File: config.mk
export PLATFORM = sky130hd
export DESIGN_NAME = cpu_controller
export DESIGN_NICKNAME = d
export VERILOG_FILES = /design/src/rtl/cpu_controller.sv
export SDC_FILE = /design/constraint.sdc
export NUM_CORES = 1
export LEC_CHECK = 0
export CORE_ASPECT_RATIO = 1.4
export CORE_MARGIN = 2
export CORE_UTILIZATION = 35
export CTS_BUF_LIST = sky130_fd_sc_hd__clkbuf_4 sky130_fd_sc_hd__clkbuf_8 sky130_fd_sc_hd__clkbuf_16
export CTS_CLUSTER_DIAMETER = 200
export DETAILED_ROUTE_END_ITERATION = 12
export GPL_ROUTABILITY_DRIVEN = 0
export HOLD_SLACK_MARGIN = 0.15
export PLACE_DENSITY_LB_ADDON = 0.15
export SYNTH_ARGS = -nofsm -noshare
export SYNTH_HDL_FRONTEND = slang
export SYNTH_SLANG_ARGS = --single-unit
File: constraint.sdc
create_clock -name clk -period 2.93 [get_ports clk]
set_input_delay 0.4395 -clock clk [delete_from_list [all_inputs] [get_ports clk]]
set_output_delay 0.4395 -clock clk [all_outputs]
set_load 0.05 [all_outputs]
File: src/rtl/cpu_controller.sv
// Multi-cycle controller for a 4-register, 8-bit accumulator-style CPU.
// Sequences FETCH/DECODE/EXECUTE|IMM/WRITEBACK and drives the register-file and PC strobes.
module cpu_controller #(
   parameter logic [7:0] PC_MAX = 8'h06
) (
   input  logic       clk,
   input  logic       reset,
   input  logic [7:0] pc,
   input  logic [7:0] instr_data,
   input  logic [7:0] read_data1,
   input  logic [7:0] read_data2,
   output logic       pc_write_enable,
   output logic [1:0] read_addr1,
   output logic [1:0] read_addr2,
   output logic       write_enable,
   output logic [1:0] write_addr,
   output logic [7:0] write_data,
   output logic       zero_flag,
   output logic       carry_flag,
   output logic       halted,
   output logic [2:0] state
);

   typedef enum logic [2:0] {
      StFetch     = 3'd0,
      StDecode    = 3'd1,
      StExecute   = 3'd2,
      StImm       = 3'd3,
      StWriteback = 3'd4,
      StHalt      = 3'd5
   } state_e;

   state_e     state_q;
   logic [7:0] ir_q;
   logic [7:0] fetch_pc_q;  // address of the most recently consumed byte (opcode or immediate)
   logic [7:0] result_q;
   logic       zero_q;
   logic       carry_q;

   logic [3:0] opcode;
   logic [1:0] rd;
   logic [1:0] rs;
   logic       is_alu;
   logic       writes_reg;
   logic [8:0] sum;
   logic [7:0] alu_res;
   logic       alu_carry;

   assign opcode     = ir_q[7:4];
   assign rd         = ir_q[3:2];
   assign rs         = ir_q[1:0];
   assign is_alu     = (opcode >= 4'h2) && (opcode <= 4'h6);
   assign writes_reg = (opcode != 4'h0) && (opcode <= 4'h7);

   always_comb begin
      sum       = {1'b0, read_data1} + {1'b0, read_data2};
      alu_res   = 8'h00;
      alu_carry = 1'b0;
      case (opcode)
         4'h2: begin
            alu_res   = sum[7:0];
            alu_carry = sum[8];
         end
         4'h3: begin
            alu_res   = read_data1 - read_data2;
            alu_carry = (read_data2 > read_data1);
         end
         4'h4:    alu_res = read_data1 & read_data2;
         4'h5:    alu_res = read_data1 | read_data2;
         4'h6:    alu_res = read_data1 ^ read_data2;
         default: alu_res = 8'h00;
      endcase
   end

   always_ff @(posedge clk or posedge reset) begin
      if (reset) begin
         state_q    <= StFetch;
         ir_q       <= 8'h00;
         fetch_pc_q <= 8'h00;
         result_q   <= 8'h00;
         zero_q     <= 1'b0;
         carry_q    <= 1'b0;
      end else begin
         case (state_q)
            StFetch: begin
               ir_q       <= instr_data;
               fetch_pc_q <= pc;
               state_q    <= StDecode;
            end
            StDecode: begin
               if (opcode == 4'hF) begin
                  state_q <= StHalt;
               end else if (opcode == 4'h7) begin
                  // No immediate byte exists beyond the last address
                  state_q <= (fetch_pc_q == PC_MAX) ? StHalt : StImm;
               end else begin
                  state_q <= StExecute;
               end
            end
            StExecute: begin
               if (opcode == 4'h1) begin
                  result_q <= read_data2;
               end else if (is_alu) begin
                  result_q <= alu_res;
                  zero_q   <= (alu_res == 8'h00);
                  carry_q  <= alu_carry;
               end
               state_q <= StWriteback;
            end
            StImm: begin
               result_q   <= instr_data;
               fetch_pc_q <= pc;
               state_q    <= StWriteback;
            end
            StWriteback: begin
               state_q <= (fetch_pc_q == PC_MAX) ? StHalt : StFetch;
            end
            StHalt: begin
               state_q <= StHalt;
            end
            default: begin
               state_q <= StFetch;
            end
         endcase
      end
   end

   // Strobes are gated by reset so they read 0 while reset is held
   assign pc_write_enable = !reset && ((state_q == StFetch) || (state_q == StImm)) &&
                            (pc < PC_MAX);
   assign write_enable    = !reset && (state_q == StWriteback) && writes_reg;
   assign read_addr1      = rd;
   assign read_addr2      = rs;
   assign write_addr      = rd;
   assign write_data      = result_q;
   assign zero_flag       = zero_q;
   assign carry_flag      = carry_q;
   assign halted          = (state_q == StHalt);
   assign state           = state_q;

endmodule

==> results of run 1 <==
how the worst max path moves through the flow:
| stage | slack (ns) | to | cells after the start | startpoint |
|---|---|---|---|---|
| after floorplan | 0.18 | write_enable | 4 | state[2] |
| after global placement | -0.009 | write_data[4] | 11 | read_data2[0] |
| after detailed placement | -0.06 | write_data[4] | 11 | read_data2[0] |
| after CTS | 0.23 | write_data[6] | 11 | read_data2[0] |
| after global routing | 0.006 | write_data[4] | 11 | read_data2[0] |
| final | 0.20 | zero_flag | 11 | read_data1[0] |
flip-flops by register name, summed over array words and instances (netlist names):
| name | cells |
|---|---|
| ir_q | 8 |
| zero_flag | 1 |
| state | 3 |
| fetch_pc_q | 8 |
| carry_flag | 1 |
| write_data | 8 |
layout make-up:
class | count | area share
Tap cell | 95 | 0.0355
Sequential cell | 29 | 0.217
Inverter | 29 | 0.0325
Timing Repair Buffer | 76 | 0.214
Multi-Input combinational cell | 210 | 0.474
Clock buffer | 7 | 0.0269
through the flow:
step	utilization	hold slack [ns]	total power, mW
floorplan	-	0.472	2.29
global placement	0.463	0.468	2.84
detailed placement	0.463	0.479	2.85
CTS	0.476	0.492	3.20
global route	0.476	0.513	3.39
finish	0.476	0.486	3.17
timing repair:
action,in CTS,in global routing
hold endpoints to repair,0,0
resized for setup,0,1
setup endpoints to repair,0,2
hold buffers,0,0
buffers inserted,0,0
layout by cell type, fill, tap and decap left out, types with 2 or more instances in the layout:
cell,instances
mux2i_1,7
mux2_2,15
nor4b_1,2
a2111oi_0,2
xnor2_1,3
inv_1,29
a21oi_1,19
clkbuf_8,6
and2_1,3
o311a_1,2
nand2_1,17
nor4_1,5
nor3_1,7
clkdlybuf4s50_1,53
nand4b_1,2
o22ai_2,2
o31ai_1,3
a211oi_1,2
and3_1,6
fa_1,2
buf_4,22
o21ai_0,13
a22o_1,2
nor3_2,2
dfrtp_1,29
o21ai_1,4
o22ai_1,6
nor2_1,14
nor2b_1,7
nand3_1,5
a22oi_1,3
ha_1,24
a221oi_1,2
nand2b_1,4
power by group through the flow:
stage | Sequential (mW) | Clock, mW | Combinational [mW]
floorplan | 0.987 | 0 | 1.30
global route | 0.831 | 0.370 | 2.19
global placement | 0.813 | 0 | 2.03
finish | 0.803 | 0.336 | 2.03
detailed placement | 0.812 | 0 | 2.04
CTS | 0.806 | 0.351 | 2.04
metal layers:
layer  global-route usage  routed length, um
met5                    0                  0
met4               0.0571                107
met3               0.0242                208
met2                0.318               3570
met1                0.203               2850
worst reg2reg max path, stage by stage (launching register included):
cell	delay [ns]
dfrtp_1	0.53
buf_4	0.33
nor2b_1	0.22
o21ai_0	0.10
nor4_1	0.20
nor3_1	0.10
xnor2_1	0.20
a221oi_1	0.11
o31ai_1	0.26
cells by family after synthesis:
kind of cell / after synthesis / share of synthesized area
compound gates: 75 / 0.199
xor+xnor: 4 / 0.0137
fa+ha+maj: 26 / 0.134
buf+inv: 51 / 0.0933
flops: 29 / 0.285
mux: 22 / 0.0938
simple gates: 83 / 0.182
==> impl_results.md, run 1 <==
- Outcome: finished clean
- Syn_nets: 350
- Area Overhead vs Synth: 31.2%
- Ys flop type: dfrtp_1
- Switch Pwr: between 1.5 and 2 mW
- Leakage: around 1.5 nW
- Critical R2R Launch: ir_q[4]
- # fillers: 701
- Synth async-reset ratio: 1.00
- DRC: 0
- Top cells by area, synth: dfrtp_1 28%, ha_1 12%, mux2_2 6.6%
- CP top delay family: compound AO/OA/AOI/OAI gates
- Required time of the critical path: approximately 3.1 ns
- WHS Endpoint: write_data[1]
- Vias/cell: ~5.2
- Critical path capture point type: flip-flop
- Final worst-path cycle share: 0.931
- Nets: around 410
- HP Start: write_data[1]
- #FFs+latches synth: 29
- R2r endpoint: write_data[7]
- CTS max path bufs: 2
- Final Max Tran Viols: 0
- Setup_tns: 0 ns
- Post-Syn Area: 2550 um^2
- Total GRT Usage: 0.172
- Initial Util: 0.363
- Drt first-iter violations: 84
- DP Area: 3250 um^2
- Sequential area share after synthesis: 0.285
- Post-synth EDFFs: 0
- H-tree depth: 2
- First-pass DRT Iterations: 4
- Flop2flop setup slack: between 0.7 and 0.8 ns
- Max capacitance violation total: 0
- Combinational Power Share: 0.640
- Synth Area per Inst: between 8 and 9 um^2
- Antenna violations before repair: 0
- Final instance area: ~3300 um^2
- CP Buf/Inv Count: 3
- First-pass GRT wire length: around 11 mm
- Die Height: roughly 100 um
- Ant diodes: 0
- Tightest Pin Transition: around 0.54 ns
- Num CTS Buffers: 5
- GR Overflow Total: 0
- Routed Antenna Nets: 0
- Multi-input logic area: ~1600 um^2
- Achievable Freq: 367 MHz
- Post-synth top cells: 29 x dfrtp_1, 29 x inv_1, 24 x ha_1
- Final hold viol count: 0
- Net Sw Frac: 0.484
- Final worst slack: just over 0.2 ns
- Max FO, Critical Path: 3
- DR WL/cell: 15.1 um
- Post-synth cell types: between 60 and 70
- Die Wd: 76.1 um
- Critical path type: primary input to flip-flop
- Core outline area: roughly 7000 um^2
- Clock share of power: 0.106
- Crit-path max cell delay: ~0.47 ns
- Yosys warning total: 0
- Unrepaired setup endpoints after global routing: no
- Reg2Reg Depth: 8
- Dpl ws: -0.0566 ns
- Cells after synthesis: 290
- Cell Chain, Critical Path: clkdlybuf4s50_1, buf_4, ha_1, inv_1, fa_1, o311ai_1, nor2_1, a311oi_1, and3_1, nand4_1, o31ai_2
- Sink Count: 29
- I/O pin cnt: 56
- Arrival @ worst endpoint: around 2.9 ns
- Worst Skew: around 0.0042 ns
- Finished Layout Cells: around 450
- Largest net degree at the start of global routing: 24
- Sequential share of power: 0.254
- Routed via count: approximately 2,300
- Top cell type's share of synthesized area: 0.285
- TritonCTS clock tree: built
- Startpoint type of the worst setup path: primary input
- Clk slew on worst S/H paths: 0.06 ns
- Vias in the first global route: ~2,300
- Port Buf Inserts: 55
- Die area: 7990 um^2
- Peak VDD IR: between 0.0005 and 0.0006 V
- Largest area contributor in the netlist: dfrtp_1
- Int Pwr: roughly 1.6 mW
- Placement row count: 36
- Final HPWL DP: approximately 5.4 mm
- Post-placement cell count: ~440
- Root Driver: clkbuf_8
- Skew-Pair Late Insertion Delay: roughly 0.28 ns
- Setup violators final: 0
- Pwr/cell area: 947 nW/um^2
- Layout cells sized above 1: 0.154
- Min Tclk post-route: around 2.7 ns
- Worst Hold Class: flip-flop to flip-flop
- Post-Route WL: 6.74 mm
- Seq. cell area: between 700 and 800 um^2
- Worst path slowest cell: clkdlybuf4s50_1
- Slew HR: 0.636
- Hold path depth: 2
Power figures use the tool's default switching activity.
==> run 2, diff against run 1 <==
Settings changed: CAP_MARGIN set to 20, CELL_PAD_IN_SITES_DETAIL_PLACEMENT set to 0, CELL_PAD_IN_SITES_GLOBAL_PLACEMENT set to 1, CTS_CLUSTER_DIAMETER 200 to 80.
==> impl_results.md, run 2 (same netlist as run 1, synthesis figures left out) <==
- Outcome: finished clean
- CTS max path bufs: 2 (unchanged)
- DR WL/cell: 15.3 um (+1.1%)
- Switch Pwr: 1.55 mW (+0.92%)
- Peak VDD IR: 0.000575 V (-4.0%)
- Final worst-path cycle share: 0.924 (-0.00691)
- Nets: 415 (+0.97%)
- Initial Util: 0.363 (unchanged)
- TritonCTS clock tree: built
- Max FO, Critical Path: 3 (unchanged)
- Postcts setup bufs: 0 (unchanged)
- Achievable Freq: 369 MHz (+0.75%)
- Post-placement cell count: 443 (+0.91%)
- Clk slew on worst S/H paths: 0.06 ns (about the same)
- Layout cells sized above 1: 0.166 (+0.0119)
- H-tree depth: 2 (unchanged)
- Worst path slowest cell: clkdlybuf4s50_1
- Arrival @ worst endpoint: 2.87 ns (-0.05 ns)
- Slew HR: 0.626 (-0.00993)
- Tightest Pin Transition: 0.558 ns (+0.0148 ns)
- Final Power: 3.18 mW (+0.60%)
- Port Buf Inserts: 55 (unchanged)
- Final hold viol count: 0 (unchanged)
- Commonest non-fill, non-tap cell in the layout: clkdlybuf4s50_1
- Largest net degree at the start of global routing: 33 (+38%)
- Routed Antenna Nets: 0 (unchanged)
- DP Area: 3280 um^2 (+0.92%)
- Core outline area: 7030 um^2 (unchanged)
- Startpoint type of the worst setup path: primary input
- First-pass DRT Iterations: 4 (unchanged)
- Vias in the first global route: 2,426 (+4.6%)
- Critical path capture point type: flip-flop
- CTS Hold Bufs: 0 (unchanged)
- Required time of the critical path: 3.09 ns (-0.03 ns)
- # fillers: 712 (+1.6%)
- First-pass GRT wire length: 11.6 mm (+3.9%)
- Leakage: 1.51 nW (+1.4%)
- Num CTS Buffers: 5 (unchanged)
- Worst Hold Class: flip-flop to flip-flop
- Setup_tns: 0 ns (unchanged)
- Root Driver: clkbuf_8
- Final Max Tran Viols: 0 (unchanged)
- Clock share of power: 0.107 (about the same)
- Die Height: 105 um (unchanged)
- Multi-input logic area: 1590 um^2 (unchanged)
- I/O pin cnt: 56 (unchanged)
- GR Overflow Total: 0 (unchanged)
- Total GRT Usage: 0.178 (+0.00596)
- Post-Route WL: 6.89 mm (+2.2%)
- Combinational Power Share: 0.646 (+0.006)
- Cell Chain, Critical Path: clkdlybuf4s50_1, ha_1, inv_1, fa_1, nor2b_1, o311a_1, a21oi_1, xor2_1, a221o_1, a22oi_1, o21ai_1
- Int Pwr: 1.64 mW (+0.31%)
- Placement row count: 36 (unchanged)
- Worst Skew: 0.00133 ns (-0.00292 ns)
- Final HPWL DP: 5.50 mm (+1.0%)
- Hold WS: 0.486 ns (-0.0000720 ns)
- Drt first-iter violations: 96 (+14%)
- Min Tclk post-route: 2.71 ns (-0.0202 ns)
- Finished Layout Cells: 451 (+1.1%)
- Unrepaired setup endpoints after global routing: no
- Setup violators final: 0 (unchanged)
- Die Wd: 76.1 um (unchanged)
- Seq. cell area: 726 um^2 (unchanged)
- Sink Count: 29 (unchanged)
- Area Overhead vs Synth: 32.4%
- Vias/cell: 5.15 (-0.38%)
- Crit-path max cell delay: 0.51 ns (+0.04 ns)
- Routed via count: 2,324 (+0.74%)
- Net Sw Frac: 0.485 (+0.00151)
- Skew-Pair Late Insertion Delay: 0.27 ns (about the same)
- Max capacitance violation total: 0 (unchanged)
- Most frequent cells in the layout: 53 x clkdlybuf4s50_1, 29 x inv_1, 29 x dfrtp_1
- Pwr/cell area: 943 nW/um^2 (-0.33%)
- Final instance area: 3380 um^2 (+0.94%)
- Ant diodes: 0 (unchanged)
- Antenna violations before repair: 0 (unchanged)
- Sequential share of power: 0.248 (-0.006)
- Die area: 7990 um^2 (unchanged)
- Critical path type: primary input to flip-flop
- DRC: 0 (unchanged)
run 2: cell count changes in the layout (fill, tap and decap cells not counted):
cell / before / now
clkbuf_4: 1 / 3
buf_4: 22 / 26
clkbuf_8: 6 / 5
run 2: metal layers:
| layer | track usage | routed length [um] |
|---|---|---|
| met5 | 0 | 0 |
| met4 | 0.0636 | 142 |
| met3 | 0.0259 | 285 |
| met2 | 0.339 | 3670 |
| met1 | 0.198 | 2790 |
run 2: cell type report:
cell class,instances,area share
inverter,29,0.0322
tap,95,0.0352
sequential,29,0.215
multi-input combinational,210,0.470
timing repair buffer,80,0.221
clock buffer,8,0.0271
run 2: power groups by stage:
stage | clock network, mW | logic [mW] | registers [mW]
final | 0.339 | 2.06 | 0.788
after global routing | 0.366 | 2.24 | 0.818
after CTS | 0.351 | 2.07 | 0.789
after detailed placement | 0 | 2.07 | 0.795
after global placement | 0 | 2.06 | 0.789
after floorplan | 0 | 1.30 | 0.987
run 2: worst max-delay path: cells and delay by family:
| kind | cells | cell delay (ns) |
|---|---|---|
| buf+inv | 2 | 0.57 |
| fa+ha+maj | 2 | 0.59 |
| compound gates | 5 | 1.00 |
| simple gates | 1 | 0.17 |
| xor+xnor | 1 | 0.10 |
run 2: worst paths after layout:
kind | endpoint | cells past startpoint | slack, ns | startpoint
max in group asynchronous | write_data[3] | 3 | 2.04 | reset
hold reg to reg | write_data[0] | 2 | 0.49 | write_data[0]
setup reg to reg | zero_flag | 7 | 0.82 | ir_q[5]
min in group asynchronous | fetch_pc_q[0] | 3 | 0.61 | reset
setup / recovery | write_data[4] | 11 | 0.22 | read_data2[0]
hold / removal | write_data[0] | 2 | 0.49 | write_data[0]
run 2: metrics by stage:
stage	worst slack, ns	utilization
after floorplan	0.182	-
after global placement	-0.0180	0.467
after detailed placement	-0.103	0.467
after CTS	0.184	0.480
after global routing	0.0109	0.480
final	0.223	0.480
run 2: what timing repair did:
item                                    4_1_cts  5_1_grt
hold endpoints to repair                      0        0
resized for setup                             0        1
endpoints found under the setup margin        0        2
==> run 3, diff against run 2 <==
Settings changed: PLACE_DENSITY set to 0.77, PLACE_DENSITY_LB_ADDON 0.15 to unset.
==> impl_results.md, run 3 (same netlist as run 1, synthesis figures left out) <==
- Setup violators final: 0 (unchanged)
- Finished Layout Cells: 446 (-1.1%)
- Flop2flop setup slack: 0.71 ns (-0.11 ns)
- Final hold viol count: 0 (unchanged)
- Root Driver: clkbuf_8
- Routed via count: 2,324 (unchanged)
- Startpoint type of the worst setup path: primary input
- First-pass DRT Iterations: 6 (+2)
- Pwr/cell area: 974 nW/um^2 (+3.2%)
- Final worst-path cycle share: 0.937 (+0.0126)
- Final HPWL DP: 5.41 mm (-1.7%)
- Die Wd: 76.1 um (unchanged)
- Required time of the critical path: 3.12 ns (+0.03 ns)
- Critical R2R Launch: ir_q[4]
- Die Height: 105 um (unchanged)
- Final instance area: 3370 um^2 (-0.26%)
- Largest net degree at the start of global routing: 30 (-9.1%)
- Area Overhead vs Synth: 32.1%
- Arrival @ worst endpoint: 2.93 ns (+0.06 ns)
- Max capacitance violation total: 0 (unchanged)
- Outcome: finished clean
- H-tree depth: 2 (unchanged)
- Post-Route WL: 6.74 mm (-2.1%)
- Dpl ws: -0.0763 ns (+0.0271 ns)
- Met2 Usage GRT: 0.327 (-0.0121)
- Postcts setup bufs: 0 (unchanged)
- Final Max Tran Viols: 0 (unchanged)
- Die area: 7990 um^2 (unchanged)
- Commonest non-fill, non-tap cell in the layout: clkdlybuf4s50_1
- GRT met1 Usage: 0.196 (-0.00205)
- First-pass GRT wire length: 11.4 mm (-1.3%)
- Vias/cell: 5.21 (+1.1%)
- DRC: 0 (unchanged)
- Slew HR: 0.629 (+0.00277)
- Post-placement cell count: 438 (-1.1%)
- Met3 Usage GRT: 0.0302 (+0.00432)
- Min Tclk post-route: 2.74 ns (+0.0369 ns)
- Final worst slack: 0.186 ns (-0.0369 ns)
- Setup_tns: 0 ns (unchanged)
- Tightest Pin Transition: 0.554 ns (-0.00414 ns)
- Routed Antenna Nets: 0 (unchanged)
- DR WL/cell: 15.1 um (-0.99%)
- WHS Endpoint: write_data[0]
- Placement row count: 36 (unchanged)
- Most frequent cells in the layout: 53 x clkdlybuf4s50_1, 29 x inv_1, 29 x dfrtp_1
- Initial Util: 0.363 (unchanged)
- Multi-input logic area: 1590 um^2 (unchanged)
- Ant diodes: 0 (unchanged)
- Num CTS Buffers: 5 (unchanged)
- Vias in the first global route: 2,377 (-2.0%)
- Layout cells sized above 1: 0.154 (-0.0119)
- Peak VDD IR: 0.000599 V (+4.0%)
- TritonCTS clock tree: built
- GR Overflow Total: 0 (unchanged)
- Leakage: 1.49 nW (-0.81%)
- Hold WS: 0.483 ns (-0.00270 ns)
- R2r endpoint: zero_flag
- Post-cts resize count: 0 (unchanged)
- Reg2Reg Depth: 7 (unchanged)
- Critical path type: primary input to flip-flop
- I/O pin cnt: 56 (unchanged)
- Critical path capture point type: flip-flop
- Clk slew on worst S/H paths: 0.07 ns (about the same)
- Worst Skew: 0.00671 ns (+0.00539 ns)
- Worst Hold Class: flip-flop to flip-flop
- Sink Count: 29 (unchanged)
- HP Start: write_data[0]
- Hold path depth: 2 (unchanged)
- # fillers: 739 (+3.8%)
- CTS Hold Bufs: 0 (unchanged)
- Core outline area: 7030 um^2 (unchanged)
- Skew-Pair Late Insertion Delay: 0.28 ns (about the same)
- DP Area: 3250 um^2 (-1.1%)
- Nets: 410 (-1.2%)
- Final Power: 3.28 mW (+2.9%)
- Max FO, Critical Path: 3 (unchanged)
- Port Buf Inserts: 55 (unchanged)
- Unrepaired setup endpoints after global routing: no
- Antenna violations before repair: 0 (unchanged)
- CTS max path bufs: 2 (unchanged)
- Drt first-iter violations: 54 (-44%)
- Seq. cell area: 726 um^2 (unchanged)
- Fin util: 0.479 (-0.00125)
- Total GRT Usage: 0.176 (-0.00197)
- Achievable Freq: 364 MHz (-1.3%)
- Global route hottest layer: met2
==> run 3: cell types whose count changed in the layout (fill, tap and decap cells not counted) <==
| cell | change |
|---|---|
| o21ai_0 | +1 |
| bufinv_16 | +1 |
| clkbuf_4 | -2 |
| buf_4 | -5 |
| clkbuf_8 | +1 |
| o21ai_1 | -1 |
==> run 3: how the worst max path moves through the flow <==
stage / startpoint / slack, ns / depth (start not counted) / to
after global placement: read_data2[0] / -0.05 / 11 / zero_flag
after CTS: read_data2[0] / 0.20 / 11 / zero_flag
after detailed placement: read_data2[0] / -0.08 / 11 / zero_flag
after floorplan: state[2] / 0.18 / 4 / write_enable
after global routing: read_data2[0] / 0.03 / 11 / write_data[6]
final: read_data2[0] / 0.19 / 11 / zero_flag
==> run 3: layout make-up <==
| cell class | count | area share |
|---|---|---|
| clock inverter | 1 | 0.00892 |
| timing repair buffer | 75 | 0.210 |
| clock buffer | 7 | 0.0268 |
| multi-input combinational | 210 | 0.471 |
| tap | 95 | 0.0353 |
| sequential | 29 | 0.216 |
| inverter | 29 | 0.0323 |
==> run 3: routing by layer <==
| metal | share of wire | wire length [um] |
|---|---|---|
| met4 | 0.026 | 174 |
| met5 | 0 | 0 |
| met3 | 0.045 | 305 |
| met2 | 0.54 | 3670 |
| met1 | 0.38 | 2590 |
==> run 3: worst max-delay path, cell delays in order <==
cell	delay, ns
clkdlybuf4s50_1	0.51
ha_1	0.18
inv_1	0.05
fa_1	0.41
nor2b_1	0.20
o2111ai_1	0.15
o211ai_1	0.20
o22ai_2	0.12
xnor2_1	0.16
a22o_1	0.25
o31ai_2	0.25
==> run 3: report_power, final <==
part | internal, mW | switching, mW | total (mW)
registers | 0.598 | 0.218 | 0.816
logic | 0.847 | 1.18 | 2.03
clock network | 0.286 | 0.151 | 0.437
total | 1.73 | 1.55 | 3.28
==> RTL edit: new RTL, config.mk and constraints of run 1 <==
Add an input register stage for `pc`, `instr_data`, `read_data1` and `read_data2`, cleared by the reset; this delays them by one clock.
--- a/src/rtl/cpu_controller.sv
+++ b/src/rtl/cpu_controller.sv
@@ -32,2 +32,21 @@
 
+   logic [7:0] pc_q;
+   logic [7:0] instr_data_q;
+   logic [7:0] read_data1_q;
+   logic [7:0] read_data2_q;
+
+   always_ff @(posedge clk or posedge reset) begin
+      if (reset) begin
+         pc_q         <= '0;
+         instr_data_q <= '0;
+         read_data1_q <= '0;
+         read_data2_q <= '0;
+      end else begin
+         pc_q         <= pc;
+         instr_data_q <= instr_data;
+         read_data1_q <= read_data1;
+         read_data2_q <= read_data2;
+      end
+   end
+
    state_e     state_q;
@@ -55,3 +74,3 @@
    always_comb begin
-      sum       = {1'b0, read_data1} + {1'b0, read_data2};
+      sum       = {1'b0, read_data1_q} + {1'b0, read_data2_q};
       alu_res   = 8'h00;
@@ -64,8 +83,8 @@
          4'h3: begin
-            alu_res   = read_data1 - read_data2;
-            alu_carry = (read_data2 > read_data1);
+            alu_res   = read_data1_q - read_data2_q;
+            alu_carry = (read_data2_q > read_data1_q);
          end
-         4'h4:    alu_res = read_data1 & read_data2;
-         4'h5:    alu_res = read_data1 | read_data2;
-         4'h6:    alu_res = read_data1 ^ read_data2;
+         4'h4:    alu_res = read_data1_q & read_data2_q;
+         4'h5:    alu_res = read_data1_q | read_data2_q;
+         4'h6:    alu_res = read_data1_q ^ read_data2_q;
          default: alu_res = 8'h00;
@@ -85,4 +104,4 @@
             StFetch: begin
-               ir_q       <= instr_data;
-               fetch_pc_q <= pc;
+               ir_q       <= instr_data_q;
+               fetch_pc_q <= pc_q;
                state_q    <= StDecode;
@@ -101,3 +120,3 @@
                if (opcode == 4'h1) begin
-                  result_q <= read_data2;
+                  result_q <= read_data2_q;
                end else if (is_alu) begin
@@ -110,4 +129,4 @@
             StImm: begin
-               result_q   <= instr_data;
-               fetch_pc_q <= pc;
+               result_q   <= instr_data_q;
+               fetch_pc_q <= pc_q;
                state_q    <= StWriteback;
@@ -129,3 +148,3 @@
    assign pc_write_enable = !reset && ((state_q == StFetch) || (state_q == StImm)) &&
-                            (pc < PC_MAX);
+                            (pc_q < PC_MAX);
    assign write_enable    = !reset && (state_q == StWriteback) && writes_reg;
Behaviour: not the same (a bounded check fails within 4 cycles, from zero or initial values and one cycle with reset high).
==> RTL edit against run 1 <==
  * Fmax increased by 4.2%
  * Wire length increased by 33%
  * Highest routed layer unchanged
  * Clock power increased to 3.2 times the old value
  * Cell area increased by 33%
  * Sequential power increased by 59%
  * Synthesized area increased by 36%
  * First-iteration DRC count increased by 81%
  * Power increased by 38%
  * Register-to-register slack got worse by 0.39 ns
  * Clock skew increased by 0.00065 ns
  * Setup slack improved by 0.11 ns
  * Sequential cell count increased by 32
==> RTL edit: results <==
logic_synthesis:
  synth.distinct_cells: 63
  synthesis.nets: 395
  synthTopCellsByArea: "dfrtp_1 44%, ha_1 8.7%, mux2_2 5.5%"
  synthCells: 335
  ys_seq_area_frac: 0.4415
  synthTopCellsByCount: "61 x dfrtp_1, 24 x ha_1, 23 x inv_1"
placement:
  pre_cts_slack_ns: 0.4718
  placed_cell_area_um2: 4148
  dp.cells: 509
route:
  drt_iter0_drc: 152
  avgViaCountPerCell: 5.223
  finalWirelength_mm: 8.926
timing:
  holdWs_ns: 0.4788
  finalWorstSetupSlack_ns: 0.3130
  clock_skew_ns: 0.004902
  tightest_slew_ns: 0.8520
critical_path:
  timing.rr.start: "ir_q[5]"
  worstPathArrival_ns: 2.18
  critPathLaunch: "state[0]"
  r2r-end: "write_data[4]"
  r2r_cells: 6
  max_stage_delay_ns: 0.84
  r2r_slack_ns: 0.40
  cp_max_fo: 12
  endpoint: "write_enable"
global_route:
  grt_pass1_vias: 2916
  grt_pass1_wl_mm: 14.65
  globalRouteTotalUtil: 0.1825
  grt_max_degree: 39
clock_network:
  clk_latency_ns: 0.33
  cts_made_buffers: 9
  htreeDepth: 3
final_layout:
  final_nets: 448
  instances_no_fill: 525
  drive_gt1_frac: 0.1298
hold_path:
  min_path_cells: 1
  worstHoldStart: "pc_q[0]"
  min_to: "fetch_pc_q[0]"
power:
  cellLeakagePower_nw: 1.935
  ir_drop_uv: 593.1
status:
  status: "completed"
## RTL edit: cell count changes after synthesis, moves of 5 or more
cell | run 1 | this run
dfrtp_1 | 29 | 61
clkbuf_1 | 2 | 10
a211oi_1 | 2 | 8
buf_2 | 11 | 5
inv_1 | 29 | 23
a21oi_1 | 19 | 14
nand3b_1 | 0 | 5
## RTL edit: logic make-up (layout without fill, tap and decap cells)
kind of cell | count (synthesis) | in the layout | synth area share
compound gates | 87 | 87 | 0.1792
mux | 20 | 20 | 0.06406
fa+ha+maj | 26 | 26 | 0.09844
simple gates | 95 | 95 | 0.1564
buf+inv | 46 | 104 | 0.06044
flops | 61 | 61 | 0.4415
## RTL edit: routing by layer
| metal | up-vias | GRT usage | part of all wire |
|---|---|---|---|
| li1 | 1308 | - | - |
| met1 | 1324 | 0.2180 | 0.40 |
| met2 | 86 | 0.3059 | 0.51 |
| met3 | 24 | 0.03523 | 0.045 |
| met4 | 0 | 0.09712 | 0.041 |
| met5 | - | 0 | 0 |
## RTL edit: power breakdown
group          internal, mW  leakage [nW]  switching [mW]
registers              1.06         0.726           0.218
clock network         0.660         0.138           0.411
logic                 0.836          1.07            1.17
## RTL edit: cell type report
cell class / count / area, um^2
Sequential cell: 61 / 1526
Multi-Input combinational cell: 228 / 1722
Clock buffer: 9 / 225.2
Inverter: 23 / 86.33
Timing Repair Buffer: 65 / 648.1
Fill cell: 919 / 5064
Tap cell: 132 / 165.2
Clock inverter: 7 / 75.07
## RTL edit: worst max-delay path: cells and delay by family (launching register included)
kind / cells / cell delay [ns]
buf+inv: 1 / 0.84
flops: 1 / 0.51
simple gates: 3 / 0.49
